[config.mk]
export PLATFORM = sky130hd
export DESIGN_NAME = fetch_unit
export DESIGN_NICKNAME = d
export VERILOG_FILES = /design/src/rtl/fetch_unit.sv
export SDC_FILE = /design/constraint.sdc
export NUM_CORES = 1
export LEC_CHECK = 0
export ABC_AREA = 1
export BUFFER_PORTS_ARGS = -buffer_cell sky130_fd_sc_hd__buf_2
export CAP_MARGIN = 20
export CORE_MARGIN = 2
export CORE_UTILIZATION = 50
export DETAILED_ROUTE_END_ITERATION = 16
export PLACE_DENSITY = 0.72
export SETUP_SLACK_MARGIN = 0.1
export SLEW_MARGIN = 10
export SYNTH_ARGS = -nofsm -noshare
export SYNTH_HDL_FRONTEND = slang
export SYNTH_SLANG_ARGS = --single-unit
[constraint.sdc]
create_clock -name clk -period 3.1 [get_ports clk]
set_clock_uncertainty 0.1 [all_clocks]
set_input_delay 0.93 -clock clk [delete_from_list [all_inputs] [get_ports clk]]
set_output_delay 0.93 -clock clk [all_outputs]
set_load 0.01 [all_outputs]
[src/rtl/fetch_unit.sv]
// Instruction fetch: PC register, in-flight PC queue and 2-entry {pc, inst} FIFO.
// Define FETCH_BYPASS_EN to forward a kept response to decode in the same cycle.
module fetch_unit #(
    parameter logic [31:0] RESET_PC = 32'h0000_0000
) (
    input  logic        clk,
    input  logic        rst,
    output logic        imem_req_valid,
    input  logic        imem_req_ready,
    output logic [31:0] imem_addr,
    input  logic        imem_resp_valid,
    input  logic [31:0] imem_resp_data,
    input  logic        redirect_valid,
    input  logic [31:0] redirect_pc,
    output logic        if_valid,
    input  logic        if_ready,
    output logic [31:0] if_inst,
    output logic [31:0] if_pc
);

    typedef struct packed {
        logic [31:0] pc;
        logic [31:0] inst;
    } entry_t;

    logic [31:0] pc_q;
    logic [1:0]  infl_q;
    logic [1:0]  disc_q;
    logic [1:0]  fcnt_q;
    logic [31:0] ipc0_q;
    logic [31:0] ipc1_q;
    entry_t      f0_q;
    entry_t      f1_q;

    logic        can_req;
    logic        accept;
    logic        resp_ok;
    logic        keep;
    logic        push;
    logic        pop_f;
    entry_t      resp_ent;
    entry_t      head;
    logic [1:0]  infl_n;
    logic [1:0]  qc;
    logic [31:0] ipc0_n;
    logic [31:0] ipc1_n;
    logic [1:0]  ec;
    logic [1:0]  fcnt_n;
    entry_t      f0_n;
    entry_t      f1_n;
    logic [31:0] redir_tgt;
    logic [1:0]  unused_redir_lsb;

    assign redir_tgt        = {redirect_pc[31:2], 2'b00};
    assign unused_redir_lsb = redirect_pc[1:0];

    // Request gating, handshake qualification and output selection
    always_comb begin
        can_req  = ({1'b0, infl_q} + {1'b0, fcnt_q}) < 3'd2;
        imem_req_valid = can_req & ~redirect_valid & ~rst;
        imem_addr      = rst ? RESET_PC : pc_q;
        accept   = imem_req_valid & imem_req_ready;
        resp_ok  = imem_resp_valid & (infl_q != 2'd0) & ~rst;
        keep     = resp_ok & (disc_q == 2'd0) & ~redirect_valid;
        resp_ent = '{pc: ipc0_q, inst: imem_resp_data};
`ifdef FETCH_BYPASS_EN
        head     = (fcnt_q != 2'd0) ? f0_q : resp_ent;
        if_valid = ~rst & ((fcnt_q != 2'd0) | keep);
        push     = keep & ~((fcnt_q == 2'd0) & if_ready);
        pop_f    = if_valid & if_ready & (fcnt_q != 2'd0);
`else
        head     = f0_q;
        if_valid = ~rst & (fcnt_q != 2'd0);
        push     = keep;
        pop_f    = if_valid & if_ready;
`endif
        if_inst  = rst ? 32'h0 : head.inst;
        if_pc    = rst ? 32'h0 : head.pc;
    end

    // Next-state of in-flight PC queue and decode FIFO
    always_comb begin
        infl_n = infl_q + {1'b0, accept} - {1'b0, resp_ok};
        qc     = infl_q - {1'b0, resp_ok};
        ipc0_n = resp_ok ? ipc1_q : ipc0_q;
        ipc1_n = ipc1_q;
        if (accept) begin
            if (qc == 2'd0) ipc0_n = pc_q;
            else            ipc1_n = pc_q;
        end
        ec   = fcnt_q - {1'b0, pop_f};
        f0_n = pop_f ? f1_q : f0_q;
        f1_n = f1_q;
        if (push) begin
            if (ec == 2'd0) f0_n = resp_ent;
            else            f1_n = resp_ent;
        end
        fcnt_n = ec + {1'b0, push};
    end

    // State update; redirect flushes the FIFO and marks in-flight responses stale
    always_ff @(posedge clk) begin
        if (rst) begin
            pc_q   <= RESET_PC;
            infl_q <= 2'd0;
            disc_q <= 2'd0;
            fcnt_q <= 2'd0;
            ipc0_q <= 32'h0;
            ipc1_q <= 32'h0;
            f0_q   <= '0;
            f1_q   <= '0;
        end else begin
            infl_q <= infl_n;
            ipc0_q <= ipc0_n;
            ipc1_q <= ipc1_n;
            f0_q   <= f0_n;
            f1_q   <= f1_n;
            if (redirect_valid) begin
                pc_q   <= redir_tgt;
                disc_q <= infl_n;
                fcnt_q <= 2'd0;
            end else begin
                if (accept) pc_q <= pc_q + 32'd4;
                if (resp_ok && disc_q != 2'd0) disc_q <= disc_q - 2'd1;
                fcnt_q <= fcnt_n;
            end
        end
    end

endmodule
### Word level (Yosys, flattened, before mapping)

Index checks and enable logic that the tools add are counted.

* memory bits (read-only): 0
* RAM bits: 0
* logic and storage cells: 58
* output and inout bits: 98
* bits in latches: 0
* input bits: 70
* flip-flop bits (word level): 230
* memories kept: 0

* divide/modulo/power cells: 0
* add/sub/neg operators: 8
* bitwise gates (word level): 13
* shifts and indexed selects: 0
* equal/unequal tests: 0
* multipliers: 0
* reduce and logical (&&, ||, !) cells: 12
* $lt $le $gt $ge: 1
* multiplexer cells: 13

Operator list (count)
* $mux W32: 8
* $mux W64: 3
* $add A32 B3 Y32 const B: 1
* $reduce_bool A2 Y1: 5
* $and A1 B1 Y1: 9
* $logic_not A2 Y1: 3
* $sub A2 B1 Y2: 3
* $add A2 B1 Y2: 2
* $mux W2: 2
* $not A1 Y1: 4
* $reduce_and A2 Y1: 2
* $add A2 B2 Y3: 1
* $lt A3 B2 Y1 const B: 1
* $reduce_or A2 Y1: 1
* $sub A2 B1 Y2 const B: 1
* $logic_and A1 B1 Y1: 1

### Longest topological paths before layout

Gate-level depths: netlist of the first run.

* depth after elaboration: 8
* gate-level depth with buffers: 15
* depth with buffers taken out: 14

### Least setup slack after synthesis of the first run

OpenSTA, ideal clock, no wires.

* kind: input to register
* from: input port rst
* to: register f0_q[32] (netlist bit)
* data required time: 2.878 ns
* path slack: 0.190 ns
* path buffers: 4
* library setup time: 0.122 ns
* cell stages on the path: 14
* arrival: 2.688 ns
* path through: buf_4 > nor2_2 > nand2_2 > inv_1 > buf_2 > ha_1 > xnor2_1 > nand2_1 > inv_1 > nand2_2 > buf_4 > buf_2 > o21ai_1 > a21oi_1

* cells in the longest elaborated chain, start to end: 7
* elaborated cells on any way between the ends: 11
* classes of those cells: 1 x add/sub; 3 x mux; 6 x bitwise; 1 x reduce/logical

Ends and longest elaborated chain
* from (decl): line 7 `input logic rst,`
* $not A1 Y1 (*): line 73 `if_valid = ~rst & (fcnt_q != 2'd0);`
* $and A1 B1 Y1 (*): line 73
* net if_valid: line 15 `output logic if_valid,`
* $and A1 B1 Y1 (*): line 75 `pop_f = if_valid & if_ready;`
* $sub A2 B1 Y2: line 91 `ec = fcnt_q - {1'b0, pop_f};`
* $logic_not A2 Y1: line 95 `if (ec == 2'd0) f0_n = resp_ent;`
* $mux W64: line 95
* $mux W64 (*): line 94 `if (push) begin`
* to (signal assigned): line 116 `f0_q <= f0_n;`
* to (decl): line 32 `entry_t f0_q;`

Mark *: on every way through the listed nets, which the timed path passes. The rest lies on a longest branch.
A chain may end at the register's enable or synchronous reset.

### Final worst setup path of the first run

* from: input port rst
* to: output port imem_req_valid

* cells in the longest elaborated chain, start to end: 2

Ends and longest elaborated chain
* $not A1 Y1: line 60 `imem_req_valid = can_req & ~redirect_valid & ~rst;`
* $and A1 B1 Y1: line 60
* to (decl): line 8 `output logic imem_req_valid,`

Every way passes these cells.

==> impl_metrics.ini, run 1 <==
[clock_tree]
clkTransAtPathRegs_ps = 60
post-cts-setup-buffers = 0
cts.sink_count = 226
cts_tree = yes
cts-root-buf = clkbuf_16
clockBufferDepth = 3
clkLatencyLatePin_ps = 500
ctsHoldBuffers = 0
cts_buffers = 25
cts-resized-gates = 0
htree_num_levels = 1

[routing]
wl_um = 26500
drc_errors = 0
via_count = 10000
via_per_inst = 5.13
ant_nets = 0
first_iter_violations = 711
avgRoutedWirePerCell_um = 13.6
firstDrtPassIters = 6

[setup_path]
critPathKind = input port to output port
cp.arrival_ps = 1860
crit_fanout = 63
worstSetupEndpointType = output port
cp.required_ps = 2070
startpoint_type = input port

[die]
rows = 52
die_w_um = 148
die_h_um = 148
fp.dieArea_um2 = 22000
pin_count = 168
initial_core_util = 0.512
core_um2 = 20300

[final_layout]
nets = 1740
drive_gt1_frac = 0.150
fill_cells = 1946
syn_to_final_growth_pct = 18.4

[power_and_ir_drop]
power_frac_seq = 0.460
power_density_nw_per_um2 = 541
switching_share = 0.236
switchingPower_mw = 1.57
total_power_mw = 6.67
ir_drop_mv = 0.335
p_int_mw = 5.09
p_clk_frac = 0.455
cellLeakagePower_nw = 5.67
combPwrFrac = 0.085

[sta]
fin_ws_ps = 211
slew_headroom = 0.416
finalSetupViolations = 0
rsz0062_at_grt = no
fin_crit_ps = 2890
fin_crit_sh = 0.932
finalHoldViolCount = 0
setup_tns_ps = 0
max_freq_ghz = 0.346
tightestPinTransition_ps = 876
slew_violations = 0

[worst_hold_path]
holdCritPathClass = flip-flop to flip-flop

[yosys]
syn_inst = 1546
async_reset_ff_frac = 0
yosysTopAreaCellShare = 0.435
synthesis.area_um2 = 10400
synthTopCellsByArea = dfxtp_1, nor2_1, o21ai_0
ys_seq_area_frac = 0.435
synth_edf_count = 0
synth_cell_type_count = 38
synth_largest_area_cell = dfxtp_1
syn_area_per_cell_um2 = 6.73
ys.flop_type = dfxtp_1
ys_ff_latch = 226
ys.warnings.count = 0

[grt]
antenna_found_initial = 0
grt_max_degree = 193
grt_pass1_wl_um = 43300
gr-total-overflow = 0
grt_pass1_vias = 8924
grt_usage = 0.235

[flow_run]
drv_cap = 0

[run_status]
status = completed

[place]
place_ws_ps = 139
io_buffer_count = 163
dpl.hpwl_um = 17400
gp_congestion = 0.922
-- power by group through the flow --
stage	clock (mW)	sequential (mW)	combinational [mW]
detailed placement	0	3.13	0.560
CTS	3.09	3.07	0.564
global route	3.22	3.08	0.638
global placement	0	3.13	0.548
finish	3.03	3.07	0.564
floorplan	0	3.11	0.376
-- through the flow --
stage	hold slack [ps]	cell area, µm²	utilization	cells
finish	384	12300	0.607	1951
CTS	383	12300	0.607	1950
global route	404	12300	0.607	1950
global placement	351	11500	0.564	1906
floorplan	338	10400	-	1547
detailed placement	356	11500	0.564	1906
-- cells in the mapped netlist, drive strengths merged, types with 4 or more instances --
| cell | number |
|---|---|
| nor2 | 300 |
| nand2 | 274 |
| o21ai | 267 |
| dfxtp | 226 |
| inv | 149 |
| a21oi | 118 |
| nand3 | 54 |
| clkbuf | 52 |
| buf | 49 |
| a31oi | 23 |
| xor2 | 7 |
| ha | 6 |
| nor3 | 4 |
-- cell usage in the layout (no fill, tap or decap), types with 2 or more instances in the layout --
| master | Yosys | routed |
|---|---|---|
| bufinv_16 | 0 | 3 |
| nand3_1 | 52 | 52 |
| and2_1 | 2 | 2 |
| nor2_2 | 4 | 3 |
| a31oi_1 | 23 | 23 |
| clkbuf_8 | 0 | 7 |
| clkbuf_16 | 0 | 25 |
| clkinv_1 | 2 | 2 |
| a21oi_1 | 118 | 118 |
| nor2_4 | 2 | 3 |
| clkbuf_1 | 51 | 4 |
| o21ai_0 | 215 | 215 |
| o21ai_1 | 52 | 52 |
| buf_2 | 36 | 162 |
| nand2_1 | 269 | 269 |
| nand2_4 | 1 | 2 |
| conb_1 | 1 | 2 |
| inv_1 | 141 | 141 |
| clkinv_2 | 0 | 3 |
| nand2_2 | 4 | 3 |
| xor2_1 | 7 | 7 |
| ha_1 | 6 | 6 |
| inv_2 | 8 | 7 |
| clkinvlp_4 | 0 | 2 |
| nand3b_1 | 2 | 2 |
| buf_12 | 0 | 12 |
| nor2_1 | 294 | 294 |
| nor4_1 | 2 | 2 |
| nor3_1 | 3 | 3 |
| nand4_1 | 2 | 2 |
| dfxtp_1 | 226 | 226 |
| buf_4 | 4 | 16 |
-- path summary, 6_finish.rpt --
check,start,end,slack [ps],cells past startpoint
worst min register to register,ipc1_q[31],ipc0_q[31],380,2
worst max register to register,infl_q[0],disc_q[1],500,14
worst min-delay path,ipc1_q[31],ipc0_q[31],380,2
worst max-delay path,rst,imem_req_valid,210,6
-- final cells by class --
| type | instances | area [µm²] | share of cell area |
|---|---|---|---|
| antenna | 1 | 2.50 | 0.000203 |
| clock buffer | 36 | 737 | 0.0598 |
| clock inverter | 8 | 120 | 0.00975 |
| inverter | 151 | 569 | 0.0462 |
| multi-input combinational | 1069 | 4850 | 0.394 |
| sequential | 226 | 4520 | 0.367 |
| tap | 270 | 338 | 0.0274 |
| timing repair buffer | 190 | 1170 | 0.0951 |
-- critical path: stages --
cell    delay, ps
buf_4         150
buf_12        180
nor2_4        180
inv_1          70
nor3_1        160
buf_2         170
-- logic make-up after synthesis --
group	synth area share
simple gates	0.248
xor+xnor	0.00674
fa+ha+maj	0.00914
buf+inv	0.0997
compound gates	0.201
other cells	0.000361
flops	0.435
-- registers in the layout (all words and copies together) (netlist names) --
signal  count
f0_q       64
f1_q       64
ipc0_q     32
ipc1_q     30
pc_q       30
disc_q      2
fcnt_q      2
infl_q      2
-- layer usage --
layer	track usage	wire length (µm)	vias up
li1	-	-	5196
met1	0.339	12500	4467
met2	0.376	11900	321
met3	0.0359	1880	19
met4	0.0452	279	0
met5	0	0	-
(Power assumes the default switching activity.)
==> run 2, diff against run 1 <==
- MAX_ROUTING_LAYER: not set -> met4
==> run 2 against run 1 <==
Against the previous run:
- flip-flop and latch count is the same
- global-route usage grew 0.68 points
- maximum frequency grew 0.65%
- power shrank 3.1%
- non-clock buffer count shrank 2
- final area shrank 0.89%
- critical endpoint unchanged
==> impl_metrics.ini, run 2 (same netlist as run 1, synthesis figures left out) <==
[place]
gp_congestion = 0.931
dpl-instance-area_um2 = 11400
io_buffer_count = 163
dpl.hpwl_um = 17500

[flow_run]
drv_cap = 0

[routing]
via_count = 9964
drc_errors = 0
avgRoutedWirePerCell_um = 13.5
firstDrtPassIters = 5
first_iter_violations = 662
wl_um = 26400
via_per_inst = 5.11
ant_nets = 0

[grt]
antenna_found_initial = 0
grt_pass1_wl_um = 43300
gr-total-overflow = 0
grt_max_degree = 193
grt_pass1_vias = 8746
grt_usage = 0.241

[final_layout]
utilization = 0.601
layout_common_cells = nor2_1, nand2_1, dfxtp_1
drive_gt1_frac = 0.147
syn_to_final_growth_pct = 17.3
nets = 1737
final_common_cell = nor2_1
design_area_um2 = 12200
reg.largest.list = f0_q x64, f1_q x64, ipc0_q x32

[clock_tree]
htree_num_levels = 1
post-cts-setup-buffers = 0
cts_buffers = 24
cts_tree = yes
clockBufferDepth = 3
cts-root-buf = clkbuf_16
clkLatencyLatePin_ps = 510
clkTransAtPathRegs_ps = 60
cts.sink_count = 226

[setup_path]
cpMaxStageDelayCell = buf_12
crit_fanout = 63
crit_path_start = rst
path_buf_inv = 4
worstReg2RegEnd = disc_q[1]
worstPathCellList = buf_4 > buf_12 > nor2_4 > inv_1 > nor3_1 > buf_2
max_stage_delay_ps = 180
worstSetupEndpointType = output port
cp.required_ps = 2070
path_delay_family = buffers and inverters
ff2ff_path_depth = 14
cp.depth = 6
cp.arrival_ps = 1840
critPathKind = input port to output port
rrSetupSlack_ps = 530
rr_startpoint = infl_q[0]
startpoint_type = input port

[sta]
rsz0062_at_grt = no
fin_crit_ps = 2870
finalHoldViolCount = 0
max_freq_ghz = 0.348
setup_tns_ps = 0
fin_crit_sh = 0.926
slew_headroom = 0.423
slew_violations = 0
finalSetupViolations = 0
tightestPinTransition_ps = 865

[worst_hold_path]
holdPathEnd = ipc0_q[0]
hp-start = ipc0_q[0]
holdCritPathClass = flip-flop to flip-flop
whs_path_depth = 2

[die]
initial_core_util = 0.512
fp.dieArea_um2 = 22000
core_um2 = 20300
rows = 52
die_h_um = 148
pin_count = 168
die_w_um = 148

[power_and_ir_drop]
switching_share = 0.242
power_density_nw_per_um2 = 530
switchingPower_mw = 1.56
combPwrFrac = 0.087
ir_drop_mv = 0.381
p_int_mw = 4.90
power_frac_seq = 0.475
total_power_mw = 6.46
p_clk_frac = 0.438
cellLeakagePower_nw = 5.62

[run_status]
status = completed
-- run 2: what timing repair did --
| action | in CTS | in global routing |
|---|---|---|
| resized for setup | 0 | 0 |
| setup endpoints to repair | 0 | 1 |
| hold buffers | 0 | 0 |
-- run 2: how the worst max path moves through the flow --
| stage | end | slack [ps] |
|---|---|---|
| finish | imem_req_valid | 230 |
| global route | imem_req_valid | 120 |
| floorplan | f0_q[32] | 190 |
| global placement | imem_req_valid | 200 |
| detailed placement | imem_req_valid | 180 |
| CTS | imem_req_valid | 180 |
-- run 2: final cells by class --
type	count	area, µm²
diodes	1	2.50
clock buffers	38	734
clock inverters	5	52.6
fillers	1980	8100
inverters	151	569
multi-input cells	1069	4850
flip-flops and latches	226	4520
well taps	270	338
repair buffers	188	1130
-- run 2: layer usage --
| layer | track usage | wire length (µm) |
|---|---|---|
| met2 | 0.375 | 11800 |
| met1 | 0.343 | 12600 |
| met4 | 0.0538 | 375 |
| met5 | - | 0 |
| met3 | 0.0248 | 1620 |
-- run 2: power by group through the flow --
stage / clock network (mW) / logic (mW) / registers (mW)
6_report: 2.83 / 0.560 / 3.07
5_1_grt: 3.00 / 0.637 / 3.08
4_1_cts: 2.89 / 0.560 / 3.07
3_5_place_dp: 0 / 0.556 / 3.13
3_3_place_gp: 0 / 0.545 / 3.13
2_1_floorplan: 0 / 0.376 / 3.11
-- run 2: per-stage QoR --
step	worst slack, ps	hold slack, ps	cells
2_1_floorplan	190	338	1547
3_3_place_gp	199	351	1904
3_5_place_dp	180	362	1904
4_1_cts	176	372	1947
5_1_grt	118	389	1947
6_report	230	370	1948
-- run 2: worst min-delay path, cell delays in order (launching register included) --
cell     delay, ps
dfxtp_1        310
inv_1           70
nor4_1          50
==> run 3, diff against run 2 <==
- BUFFER_PORTS_ARGS: -buffer_cell sky130_fd_sc_hd__buf_2 -> -buffer_cell sky130_fd_sc_hd__buf_4
==> run 3 against run 2 <==
Against the previous run:
- maximum frequency grew 1.9%
- non-clock buffer count grew 15
- register-to-register slack lost 60 ps
- final area grew 4.5%
- wire length grew 2.6%
- sequential power is essentially flat
- flip-flop and latch count is the same
==> impl_metrics.ini, run 3 (same netlist as run 1, synthesis figures left out) <==
[routing]
avgRoutedWirePerCell_um = 13.8
wl_um = 27100
ant_nets = 0
firstDrtPassIters = 5
via_count = 9942
via_per_inst = 5.07
drc_errors = 0
first_iter_violations = 688

[final_layout]
reg.largest.list = f0_q x64, f1_q x64, ipc0_q x32
regArea_um2 = 4520
final_common_cell = nor2_1
syn_to_final_growth_pct = 22.6
fill_cells = 1954
antenna_cells = 0
design_area_um2 = 12700
drive_gt1_frac = 0.155
layout_common_cells = nor2_1, nand2_1, dfxtp_1
layoutNonFillerInstCount = 1961
multi_input_area_um2 = 4860
nets = 1752

[die]
die_w_um = 148
pin_count = 168
initial_core_util = 0.512
rows = 52
fp.dieArea_um2 = 22000
core_um2 = 20300
die_h_um = 148

[worst_hold_path]
hp-start = ipc0_q[0]
holdCritPathClass = flip-flop to flip-flop

[setup_path]
rrSetupSlack_ps = 470
path_delay_family = buffers and inverters
path_common_cell = buf_4
cp.depth = 4
max_stage_delay_ps = 330
cpMaxStageDelayCell = nor2_1
cp.arrival_ps = 1790
worstPathCellList = buf_4 > buf_12 > nor2_1 > buf_4
crit_end = if_inst[31]
crit_path_start = rst
rr_startpoint = infl_q[0]
crit_fanout = 29
path_buf_inv = 3
critPathKind = input port to output port
startpoint_type = input port
ff2ff_path_depth = 14
cp.required_ps = 2070
worstSetupEndpointType = output port
worstReg2RegEnd = disc_q[1]

[sta]
fin_crit_ps = 2820
finalHoldViolCount = 0
setup_tns_ps = 0
fin_ws_ps = 283
slew_violations = 0
slew_headroom = 0.405
tightestPinTransition_ps = 893
finalSetupViolations = 0
max_freq_ghz = 0.355
rsz0062_at_grt = no
fin_crit_sh = 0.909

[power_and_ir_drop]
p_clk_frac = 0.433
switchingPower_mw = 1.58
combPwrFrac = 0.095
power_density_nw_per_um2 = 511
p_int_mw = 4.93
ir_drop_mv = 0.354
switching_share = 0.243
power_frac_seq = 0.472
cellLeakagePower_nw = 5.75

[clock_tree]
cts_tree = yes
htree_num_levels = 1
cts.sink_count = 226
clkTransAtPathRegs_ps = 60
cts-root-buf = clkbuf_16
cts_buffers = 24
clockBufferDepth = 3
clkLatencyLatePin_ps = 510

[grt]
grt_usage = 0.248
grt_max_degree = 190
grt_pass1_wl_um = 44300
grt_pass1_vias = 9124
gr-total-overflow = 0
antenna_found_initial = 0

[place]
dpl.cell_count = 1919
dpl-instance-area_um2 = 12000
place_ws_ps = 224
io_buffer_count = 163
dpl.hpwl_um = 18200
gp_congestion = 0.858

[run_status]
status = completed

[flow_run]
drv_cap = 0
[run 3: cell types whose count changed in the layout (fill, tap and decap cells not counted), sizes merged]
cell,change
buf,+15
clkbuf,-2
clkinv,+1
diode,-1
[run 3: worst register-to-register path, stage by stage (launching register included)]
cell,delay [ps]
dfxtp_1,370
nand2_1,70
inv_1,60
fa_1,440
nor2_1,280
nand3_4,110
ha_1,280
inv_1,60
ha_1,150
xor2_1,190
xor2_1,220
nand2_1,80
nand3_1,70
nand2_1,50
inv_1,60
[run 3: routing by layer]
| metal | routed length (µm) | GRT usage |
|---|---|---|
| met3 | 1480 | 0.0316 |
| met4 | 292 | 0.0443 |
| met1 | 13000 | 0.339 |
| met5 | 0 | - |
| met2 | 12300 | 0.403 |
[run 3: power by group through the flow]
stage          registers [mW]  clock network [mW]  logic [mW]
2_1_floorplan            3.11                   0       0.376
6_report                 3.07                2.82       0.618
3_5_place_dp             3.13                   0       0.615
4_1_cts                  3.07                2.87       0.619
5_1_grt                  3.08                2.99       0.697
3_3_place_gp             3.13                   0       0.606
[run 3: cell type report]
type                    instances  area share
inverters                     151      0.0447
repair buffers                203       0.132
multi-input cells            1069       0.381
flip-flops and latches        226       0.355
well taps                     270      0.0265
clock inverters                 6     0.00451
clock buffers                  36      0.0562
[run 3: worst min-delay path by stage]
stage | to | slack (ps) | depth (start not counted)
after global routing | ipc0_q[1] | 390 | 2
final | ipc0_q[0] | 370 | 2
after CTS | ipc0_q[0] | 370 | 2
after global placement | ipc0_q[0] | 350 | 2
after detailed placement | ipc0_q[1] | 360 | 2
after floorplan | ipc0_q[0] | 340 | 2
[run 3: timing repair]
action | in CTS | in global routing
setup buffers | 0 | 0
hold buffers | 0 | 0
resized for setup | 0 | 1
setup endpoints to repair | 0 | 1
[run 3: through the flow]
step / util / power, mW / hold WS, ps
after global routing: 0.628 / 6.77 / 391
after CTS: 0.628 / 6.55 / 368
after detailed placement: 0.590 / 3.75 / 356
after global placement: 0.590 / 3.74 / 350
after floorplan: - / 3.48 / 338
final: 0.628 / 6.51 / 366
